[src/rtl/dmem_port_arbiter_if.sv]
// rtl/dmem_port_arbiter_if.sv - requester, stall and DMEM-side signals of the data-memory port arbiter
// slave = arbiter side, master = requesters plus DMEM instance.
interface dmem_port_arbiter_if #(
  parameter int ADDR_W = 32,
  parameter int DATA_W = 32
);
  logic              m0_req;
  logic              m0_we;
  logic [ADDR_W-1:0] m0_addr;
  logic [DATA_W-1:0] m0_wdata;
  logic              m0_gnt;
  logic [DATA_W-1:0] m0_rdata;
  logic              m0_rvalid;

  logic              m1_req;
  logic              m1_we;
  logic [ADDR_W-1:0] m1_addr;
  logic [DATA_W-1:0] m1_wdata;
  logic              m1_gnt;
  logic [DATA_W-1:0] m1_rdata;
  logic              m1_rvalid;
  logic              m1_lock;

  logic              cpu_stall;

  logic              dmem_wena;
  logic              dmem_rena;
  logic [ADDR_W-1:0] dmem_addr;
  logic [DATA_W-1:0] dmem_wdata;
  logic [DATA_W-1:0] dmem_rdata;

  modport slave (
    input  m0_req, m0_we, m0_addr, m0_wdata,
    output m0_gnt, m0_rdata, m0_rvalid,
    input  m1_req, m1_we, m1_addr, m1_wdata, m1_lock,
    output m1_gnt, m1_rdata, m1_rvalid,
    output cpu_stall,
    output dmem_wena, dmem_rena, dmem_addr, dmem_wdata,
    input  dmem_rdata
  );

  modport master (
    output m0_req, m0_we, m0_addr, m0_wdata,
    input  m0_gnt, m0_rdata, m0_rvalid,
    output m1_req, m1_we, m1_addr, m1_wdata, m1_lock,
    input  m1_gnt, m1_rdata, m1_rvalid,
    input  cpu_stall,
    input  dmem_wena, dmem_rena, dmem_addr, dmem_wdata,
    output dmem_rdata
  );
endinterface

[src/rtl/dmem_port_arbiter.sv]
// rtl/dmem_port_arbiter.sv - shares single-port DMEM between CPU (M0) and loader/debug DMA (M1)
// Fixed priority (M0 wins ties) by default; define DMEM_ARB_RR_EN for round-robin tie breaking.
module dmem_port_arbiter #(
  parameter int ADDR_W   = 32,
  parameter int DATA_W   = 32,
  parameter int MAX_HOLD = 8
) (
  input  logic               clk,
  input  logic               rst,
  dmem_port_arbiter_if.slave bus
);

  localparam int HOLD_W = (MAX_HOLD <= 2) ? 1 : $clog2(MAX_HOLD);
  localparam logic [HOLD_W-1:0] HOLD_MAX = HOLD_W'(MAX_HOLD - 1);

  typedef enum logic [1:0] {
    IDLE = 2'd0,
    OWN0 = 2'd1,
    OWN1 = 2'd2
  } state_t;

  state_t            state;
  state_t            state_nxt;
  logic [HOLD_W-1:0] hold_cnt;
  logic [HOLD_W-1:0] hold_nxt;

  logic gnt0;
  logic gnt1;
  logic hold_ok;
  logic tie_to_m0;
  logic keep0;
  logic stay0;
  logic stay1;

  logic [DATA_W-1:0] rdata0_q;
  logic [DATA_W-1:0] rdata1_q;
  logic              rvalid0_q;
  logic              rvalid1_q;

  logic [ADDR_W-1:0] addr_mux;
  logic [DATA_W-1:0] wdata_mux;

  assign gnt0    = (state == OWN0) & bus.m0_req;
  assign gnt1    = (state == OWN1) & bus.m1_req;
  assign hold_ok = (hold_cnt < HOLD_MAX);

`ifdef DMEM_ARB_RR_EN
  typedef enum logic {
    LAST_M0 = 1'b0,
    LAST_M1 = 1'b1
  } owner_t;

  owner_t last;

  // A contested M0 always yields: M0 was the last owner, so the tie goes to M1.
  assign tie_to_m0 = (last == LAST_M1);
  assign keep0     = 1'b0;

  always_ff @(posedge clk or posedge rst) begin
    if (rst) begin
      last <= LAST_M1;
    end else if (gnt0) begin
      last <= LAST_M0;
    end else if (gnt1) begin
      last <= LAST_M1;
    end
  end
`else
  assign tie_to_m0 = 1'b1;
  assign keep0     = 1'b1;
`endif

  // The hold limit overrides both M0 priority and the M1 burst lock.
  assign stay0 = hold_ok & keep0;
  assign stay1 = hold_ok & bus.m1_lock;

  always_ff @(posedge clk or posedge rst) begin
    if (rst) begin
      state    <= IDLE;
      hold_cnt <= '0;
    end else begin
      state    <= state_nxt;
      hold_cnt <= hold_nxt;
    end
  end

  always_comb begin
    state_nxt = state;
    case (state)
      IDLE: begin
        if (bus.m0_req && bus.m1_req) begin
          state_nxt = tie_to_m0 ? OWN0 : OWN1;
        end else if (bus.m0_req) begin
          state_nxt = OWN0;
        end else if (bus.m1_req) begin
          state_nxt = OWN1;
        end
      end
      OWN0: begin
        if (!bus.m0_req) begin
          state_nxt = bus.m1_req ? OWN1 : IDLE;
        end else if (bus.m1_req && !stay0) begin
          state_nxt = OWN1;
        end
      end
      OWN1: begin
        if (!bus.m1_req) begin
          state_nxt = bus.m0_req ? OWN0 : IDLE;
        end else if (bus.m0_req && !stay1) begin
          state_nxt = OWN0;
        end
      end
      default: state_nxt = IDLE;
    endcase
  end

  always_comb begin
    hold_nxt = hold_cnt;
    if (state_nxt != state) begin
      hold_nxt = '0;
    end else if ((gnt0 || gnt1) && hold_ok) begin
      hold_nxt = hold_cnt + 1'b1;
    end
  end

  always_comb begin
    addr_mux  = '0;
    wdata_mux = '0;
    if (gnt0) begin
      addr_mux  = bus.m0_addr;
      wdata_mux = bus.m0_wdata;
    end else if (gnt1) begin
      addr_mux  = bus.m1_addr;
      wdata_mux = bus.m1_wdata;
    end
  end

  assign bus.dmem_wena  = (gnt0 & bus.m0_we) | (gnt1 & bus.m1_we);
  assign bus.dmem_rena  = (gnt0 & ~bus.m0_we) | (gnt1 & ~bus.m1_we);
  assign bus.dmem_addr  = addr_mux;
  assign bus.dmem_wdata = wdata_mux;

  // DMEM read data is combinational from dmem_addr, so it is captured in the grant cycle.
  always_ff @(posedge clk or posedge rst) begin
    if (rst) begin
      rvalid0_q <= 1'b0;
      rvalid1_q <= 1'b0;
      rdata0_q  <= '0;
      rdata1_q  <= '0;
    end else begin
      rvalid0_q <= gnt0 & ~bus.m0_we;
      rvalid1_q <= gnt1 & ~bus.m1_we;
      if (gnt0 && !bus.m0_we) begin
        rdata0_q <= bus.dmem_rdata;
      end
      if (gnt1 && !bus.m1_we) begin
        rdata1_q <= bus.dmem_rdata;
      end
    end
  end

  assign bus.m0_gnt    = gnt0;
  assign bus.m1_gnt    = gnt1;
  assign bus.m0_rdata  = rdata0_q;
  assign bus.m1_rdata  = rdata1_q;
  assign bus.m0_rvalid = rvalid0_q;
  assign bus.m1_rvalid = rvalid1_q;
  assign bus.cpu_stall = bus.m0_req & ~gnt0;

endmodule

[src/flat_wrapper.sv]
// flat-port wrapper written by rule: the top's interface ports become plain ports
module dmem_port_arbiter_flat 
#(
  parameter int ADDR_W   = 32,
  parameter int DATA_W   = 32,
  parameter int MAX_HOLD = 8
)
  (clk, rst, bus_m0_req, bus_m0_we, bus_m0_addr, bus_m0_wdata, bus_m0_gnt, bus_m0_rdata, bus_m0_rvalid, bus_m1_req, bus_m1_we, bus_m1_addr, bus_m1_wdata, bus_m1_lock, bus_m1_gnt, bus_m1_rdata, bus_m1_rvalid, bus_cpu_stall, bus_dmem_wena, bus_dmem_rena, bus_dmem_addr, bus_dmem_wdata, bus_dmem_rdata);
  dmem_port_arbiter_if #(.ADDR_W(ADDR_W), .DATA_W(DATA_W)) bus_i ();
  input  logic clk;
  input  logic rst;
  input wire logic [$bits(bus_i.m0_req)-1:0] bus_m0_req;
  input wire logic [$bits(bus_i.m0_we)-1:0] bus_m0_we;
  input wire logic [$bits(bus_i.m0_addr)-1:0] bus_m0_addr;
  input wire logic [$bits(bus_i.m0_wdata)-1:0] bus_m0_wdata;
  output wire logic [$bits(bus_i.m0_gnt)-1:0] bus_m0_gnt;
  output wire logic [$bits(bus_i.m0_rdata)-1:0] bus_m0_rdata;
  output wire logic [$bits(bus_i.m0_rvalid)-1:0] bus_m0_rvalid;
  input wire logic [$bits(bus_i.m1_req)-1:0] bus_m1_req;
  input wire logic [$bits(bus_i.m1_we)-1:0] bus_m1_we;
  input wire logic [$bits(bus_i.m1_addr)-1:0] bus_m1_addr;
  input wire logic [$bits(bus_i.m1_wdata)-1:0] bus_m1_wdata;
  input wire logic [$bits(bus_i.m1_lock)-1:0] bus_m1_lock;
  output wire logic [$bits(bus_i.m1_gnt)-1:0] bus_m1_gnt;
  output wire logic [$bits(bus_i.m1_rdata)-1:0] bus_m1_rdata;
  output wire logic [$bits(bus_i.m1_rvalid)-1:0] bus_m1_rvalid;
  output wire logic [$bits(bus_i.cpu_stall)-1:0] bus_cpu_stall;
  output wire logic [$bits(bus_i.dmem_wena)-1:0] bus_dmem_wena;
  output wire logic [$bits(bus_i.dmem_rena)-1:0] bus_dmem_rena;
  output wire logic [$bits(bus_i.dmem_addr)-1:0] bus_dmem_addr;
  output wire logic [$bits(bus_i.dmem_wdata)-1:0] bus_dmem_wdata;
  input wire logic [$bits(bus_i.dmem_rdata)-1:0] bus_dmem_rdata;
  assign bus_i.m0_req = bus_m0_req;
  assign bus_i.m0_we = bus_m0_we;
  assign bus_i.m0_addr = bus_m0_addr;
  assign bus_i.m0_wdata = bus_m0_wdata;
  assign bus_m0_gnt = bus_i.m0_gnt;
  assign bus_m0_rdata = bus_i.m0_rdata;
  assign bus_m0_rvalid = bus_i.m0_rvalid;
  assign bus_i.m1_req = bus_m1_req;
  assign bus_i.m1_we = bus_m1_we;
  assign bus_i.m1_addr = bus_m1_addr;
  assign bus_i.m1_wdata = bus_m1_wdata;
  assign bus_i.m1_lock = bus_m1_lock;
  assign bus_m1_gnt = bus_i.m1_gnt;
  assign bus_m1_rdata = bus_i.m1_rdata;
  assign bus_m1_rvalid = bus_i.m1_rvalid;
  assign bus_cpu_stall = bus_i.cpu_stall;
  assign bus_dmem_wena = bus_i.dmem_wena;
  assign bus_dmem_rena = bus_i.dmem_rena;
  assign bus_dmem_addr = bus_i.dmem_addr;
  assign bus_dmem_wdata = bus_i.dmem_wdata;
  assign bus_i.dmem_rdata = bus_dmem_rdata;
  dmem_port_arbiter #(.ADDR_W(ADDR_W), .DATA_W(DATA_W), .MAX_HOLD(MAX_HOLD)) u_core (.clk(clk), .rst(rst), .bus(bus_i));
endmodule
[config.mk]
export PLATFORM = sky130hd
export DESIGN_NAME = dmem_port_arbiter_flat
export DESIGN_NICKNAME = d
export VERILOG_FILES = /design/src/rtl/dmem_port_arbiter_if.sv /design/src/rtl/dmem_port_arbiter.sv /design/src/flat_wrapper.sv
export SDC_FILE = /design/constraint.sdc
export NUM_CORES = 1
export LEC_CHECK = 0
export ABC_AREA = 0
export CAP_MARGIN = 20
export CORE_AREA = 4 4 117 119
export DETAILED_ROUTE_END_ITERATION = 16
export DIE_AREA = 0 0 121 123
export PLACE_DENSITY = 0.73
export SYNTH_ARGS = -nofsm -noshare
export SYNTH_HDL_FRONTEND = slang
export SYNTH_SLANG_ARGS = --single-unit
[constraint.sdc]
create_clock -name clk -period 2.7 [get_ports clk]
set_input_delay 0.405 -clock clk [delete_from_list [all_inputs] [get_ports clk]]
set_output_delay 0.405 -clock clk [all_outputs]
set_load 0.01 [all_outputs]
### Word-level counts from Yosys, hierarchy flattened

Cells that the tools add are included.

* flip-flop bits (word level): 71
* output and inout bits: 135
* bits of input ports: 167

* mux-type cells: 16
* add/subtract/negate cells: 1
* bitwise gates (word level): 13
* reductions and logical operators: 13
* $lt $le $gt $ge: 1
* equality and inequality tests: 3

Operators with widths (count)
* $mux 32: 4
* $mux 2: 8
* $and 1x1->1: 8
* $logic_and 1x1->1: 6
* $mux 3: 2
* $pmux 2 s3: 1
* $logic_not 1->1: 4
* $add 3x1->3 const B: 1
* $lt 3x3->1 const B: 1
* $not 1->1: 3
* $eq 2x1->1 const B: 1
* $eq 2x2->1 const B: 1
* $logic_not 2->1: 1
* $ne 2x2->1: 1
* $or 1x1->1: 2
* $reduce_bool 2->1: 1
* $logic_or 1x1->1: 1
* $mux 1: 1

### Longest topological paths before layout

* word-level depth: 9
* mapped depth: 6
* mapped depth without buffers: 4

### Worst setup path before layout

OpenSTA, ideal clock, no wires.

* path type: register to output
* from: reg u_core.state[0]
* to: out bus_dmem_rena
* arrival time: 1.356 ns
* stages on the path, launching flop included: 7
* setup slack: 0.939 ns
* path through: dfrtp_1 -> and3b_1 -> buf_6 -> nor2b_4 -> buf_6 -> buf_6 -> or2_1

* word-level cells in the longest chain between the ends: 4
* elaborated cells between the ends (all ways): 7

Ends and longest elaborated chain
* start: declaration: line dmem_port_arbiter.sv:22 `state_t state;`
* start signal: assignment: line dmem_port_arbiter.sv:82 `state <= state_nxt;`
* $eq 2x1->1 / $eq 2x2->1 (equally long branches): line dmem_port_arbiter.sv:43, dmem_port_arbiter.sv:44
* $and 1x1->1 (on tied branches): line dmem_port_arbiter.sv:43, dmem_port_arbiter.sv:44
* $and 1x1->1: line dmem_port_arbiter.sv:139 `assign bus.dmem_rena = (gnt0 & ~bus.m0_we) | (gnt1 & ~bus.m1_we);`
* $or 1x1->1 (*): line dmem_port_arbiter.sv:139
* end: declaration: line flat_wrapper.sv:29 `output wire logic [$bits(bus_i.dmem_rena)-1:0] bus_dmem_rena;`

Mark *: on every way between the ends. The rest lies on a longest branch, timed or not.

### Worst setup path in the final report

* from: in bus_m0_req
* to: out bus_dmem_addr[10]

* word-level cells in the longest chain between the ends: 2

Ends and longest elaborated chain
* start: declaration: line flat_wrapper.sv:12 `input wire logic [$bits(bus_i.m0_req)-1:0] bus_m0_req;`
* $and 1x1->1: line dmem_port_arbiter.sv:43 `assign gnt0 = (state == OWN0) & bus.m0_req;`
* $mux 32: line dmem_port_arbiter.sv:129 `if (gnt0) begin`
* end: declaration: line flat_wrapper.sv:30 `output wire logic [$bits(bus_i.dmem_addr)-1:0] bus_dmem_addr;`

No other way between the ends.

==> results.py <==
metrics = {
    "yosys": {
        "synth_seq_cells": 71,
        "synth_fp_nets": 425,
        "synth_warnings": 0,
        "synthCells": 257,
        "synth-main-ff-cell": "dfrtp_1",
        "synth_area_per_cell_sq_um": 14.1,
        "async_reset_ff_frac": 1.00,
        "synth.lib_cells_used.distinct": 30,
        "synth.most_common_cell": "dfrtp_1",
        "yosysTopAreaCell": "dfrtp_1",
        "ys_seq_area_frac": 0.492,
        "ys_top_cells_by_count": "dfrtp_1, a22o_1, mux2_4",
        "synth_edf_count": 0,
        "synthTopCellsByArea": "dfrtp_1, mux2_4, a22o_1",
        "syn_area_sq_mm": 0.00361,
        "synth_top_area_share": 0.492,
    },
    "finish": {
        "area_growth_pct": 96.5,
        "fin_nets": 724,
        "drive_gt1_frac": 0.171,
        "final_core_util": 0.565,
        "fillerInstances": 1053,
        "multi_input_area_sq_mm": 0.00166,
        "register_area_sq_mm": 0.00178,
    },
    "place": {
        "hpwl_um": 12000,
        "gp_congestion": 0.838,
        "numPortBuffers": 301,
    },
    "setup_path": {
        "cp-start-kind": "primary input",
        "worstSetupPathType": "primary input to output pin",
        "crit_top_cell": "clkdlybuf4s50_1",
        "cp_top_family": "buffers and inverters",
        "crit_buf_inv": 3,
        "cpPeakStageDelay_ns": 0.54,
        "crit_fanout": 21,
        "cp-end-kind": "output pin",
        "crit_chain": "clkdlybuf4s50_1, and3b_2, buf_4, a22o_1, clkdlybuf4s50_1",
        "critPathSlowestCell": "clkdlybuf4s50_1",
        "crit_arrival_ns": 2.12,
        "cp_data_required_time_ns": 2.30,
    },
    "routing": {
        "drc": 0,
        "wire_per_inst_um": 20.4,
        "viasPerCell": 4.68,
        "num_vias": 3437,
        "ant_nets": 0,
        "finalWirelength_um": 15000,
        "first_iter_violations": 133,
        "first_pass_iters": 4,
    },
    "sta": {
        "clock_skew_ns": 0.00767,
        "rsz0062_at_grt": "no",
        "timing.fmax_ghz": 0.396,
        "timing.final.max_slew_violations": 0,
        "max-slew-margin-rel": 0.572,
        "hold_viol_final": 0,
        "fin_crit_sh": 0.935,
        "finalSetupViolations": 0,
        "tightest_slew_ns": 0.641,
        "fin_crit_ns": 2.52,
        "tns_ns": 0,
    },
    "clock_tree": {
        "path_clk_slew_ns": 0.06,
        "htree_levels": 3,
        "cts_tree": "yes",
        "cts_sinks": 71,
        "cts_setup_buffers": 0,
        "cts-root-buf": "clkbuf_16",
        "clock_latency_ns": 0.33,
        "cts_resized": 0,
        "cts_hold_buf": 0,
        "cts-buffers-inserted": 9,
        "cts_buffer_depth": 2,
    },
    "grt": {
        "gr-total-overflow": 0,
        "globalRouteMet3Util": 0.0540,
        "grt_pass1_vias": 3687,
        "grt_pass1_wl_um": 21500,
        "grt_use_met1": 0.217,
        "antenna_found_initial": 1,
        "use_met2": 0.335,
        "grt_max_degree": 72,
        "busiest_layer": "met2",
        "grt_usage": 0.188,
    },
    "die": {
        "io_pins": 302,
        "coreArea_sq_mm": 0.0126,
        "dieArea_sq_mm": 0.0149,
        "initial_core_util": 0.288,
        "die_w_um": 121,
        "die_h_um": 123,
        "core.rowCount": 41,
    },
    "pwr": {
        "pwr-share-seq": 0.345,
        "p_sw_mw": 1.13,
        "swShare": 0.266,
        "p_per_area_mw_per_mm2": 599,
        "combPwrFrac": 0.371,
        "p_clk_frac": 0.284,
        "vdd_ir_drop_max_mv": 0.519,
        "p_int_mw": 3.12,
        "p_leak_nw": 2.92,
    },
    "run_status": {
        "status": "completed",
    },
    "job": {
        "drv_cap": 0,
    },
    "min_path": {
        "min_path_type": "primary input to asynchronous set/reset pin",
    },
}
==> power groups by stage <==
stage / logic (mW) / registers (mW) / clock network (mW)
after floorplan: 0.475 / 1.59 / 0
after global placement: 1.57 / 1.47 / 0
after detailed placement: 1.59 / 1.48 / 0
after CTS: 1.60 / 1.47 / 1.24
after global routing: 1.67 / 1.50 / 1.29
final: 1.58 / 1.47 / 1.21
==> worst min-delay path, cell delays in order <==
cell,delay [ns]
clkdlybuf4s50_1,0.42
inv_2,0.08
buf_12,0.31
==> path summary, 6_finish.rpt <==
path / end / from / cells after the start / slack [ns]
max: bus_dmem_addr[10] / bus_m0_req / 5 / 0.18
min: u_core.bus.m1_rdata[14]$_DFFE_PP0P_ / rst / 3 / 0.48
max reg2reg: u_core.bus.m1_rdata[10]$_DFFE_PP0P_ / u_core.state[0]$_DFF_PP0_ / 4 / 0.71
min reg2reg: u_core.bus.m0_rdata[25]$_DFFE_PP0P_ / u_core.bus.m0_rdata[25]$_DFFE_PP0P_ / 1 / 0.50
max in group asynchronous: u_core.state[1]$_DFF_PP0_ / rst / 3 / 1.89
min in group clk: u_core.bus.m0_rdata[25]$_DFFE_PP0P_ / u_core.bus.m0_rdata[25]$_DFFE_PP0P_ / 1 / 0.50
==> through the flow <==
stage / cell area (sq um) / setup WS, ns / total power [mW] / hold slack [ns] / cells
final: 7100 / 0.175 / 4.26 / 0.477 / 735
after global routing: 7100 / 0.0996 / 4.46 / 0.526 / 734
after CTS: 7100 / 0.176 / 4.32 / 0.505 / 733
after detailed placement: 6790 / 0.192 / 3.08 / 0.496 / 717
after global placement: 6790 / 0.195 / 3.04 / 0.469 / 717
after floorplan: 3610 / 0.498 / 2.06 / 0.491 / 257
==> metal layers <==
layer,wire length (um),share of wire
met1,5570,0.37
met2,7890,0.53
met3,1180,0.079
met4,331,0.022
met5,0,0
==> state kept, by name, summed over array words and instances, names as in the netlist <==
register and flops:
u_core.state 2, u_core.hold_cnt 3, u_core.bus.m0_rvalid 1, u_core.bus.m0_rdata 32
u_core.bus.m1_rvalid 1, u_core.bus.m1_rdata 32
==> kinds of logic after synthesis <==
| logic type | synth area share |
|---|---|
| XOR/XNOR | 0.00242 |
| buffers and inverters | 0.0502 |
| multiplexers | 0.244 |
| adder cells (fa/ha/maj) | 0.00346 |
| AND/OR/NAND/NOR | 0.0329 |
| AO/OA/AOI/OAI | 0.176 |
| flip-flops | 0.492 |
==> placed cells by master, fill, tap and decap left out, types with 2 or more instances in the layout <==
| master | instances |
|---|---|
| clkdlybuf4s50_1 | 301 |
| dfrtp_1 | 71 |
| a22o_1 | 65 |
| mux2_4 | 40 |
| mux2_2 | 23 |
| clkbuf_16 | 9 |
| buf_4 | 8 |
| nand2_1 | 3 |
| nor2_1 | 3 |
| a21oi_1 | 3 |
| buf_12 | 3 |
| diode_2 | 2 |
| and3b_2 | 2 |
| nor2b_4 | 2 |
| o21ai_0 | 2 |
| nand3_1 | 2 |
| clkinvlp_4 | 2 |
==> final cells by class <==
cell class	instances	share of cell area
multi-input cells	160	0.234
well taps	172	0.0303
diodes	2	0.000705
clock buffers	10	0.0336
repair buffers	312	0.441
clock inverters	6	0.00951
flip-flops and latches	71	0.250
inverters	2	0.00106
(Power assumes the default switching activity.)
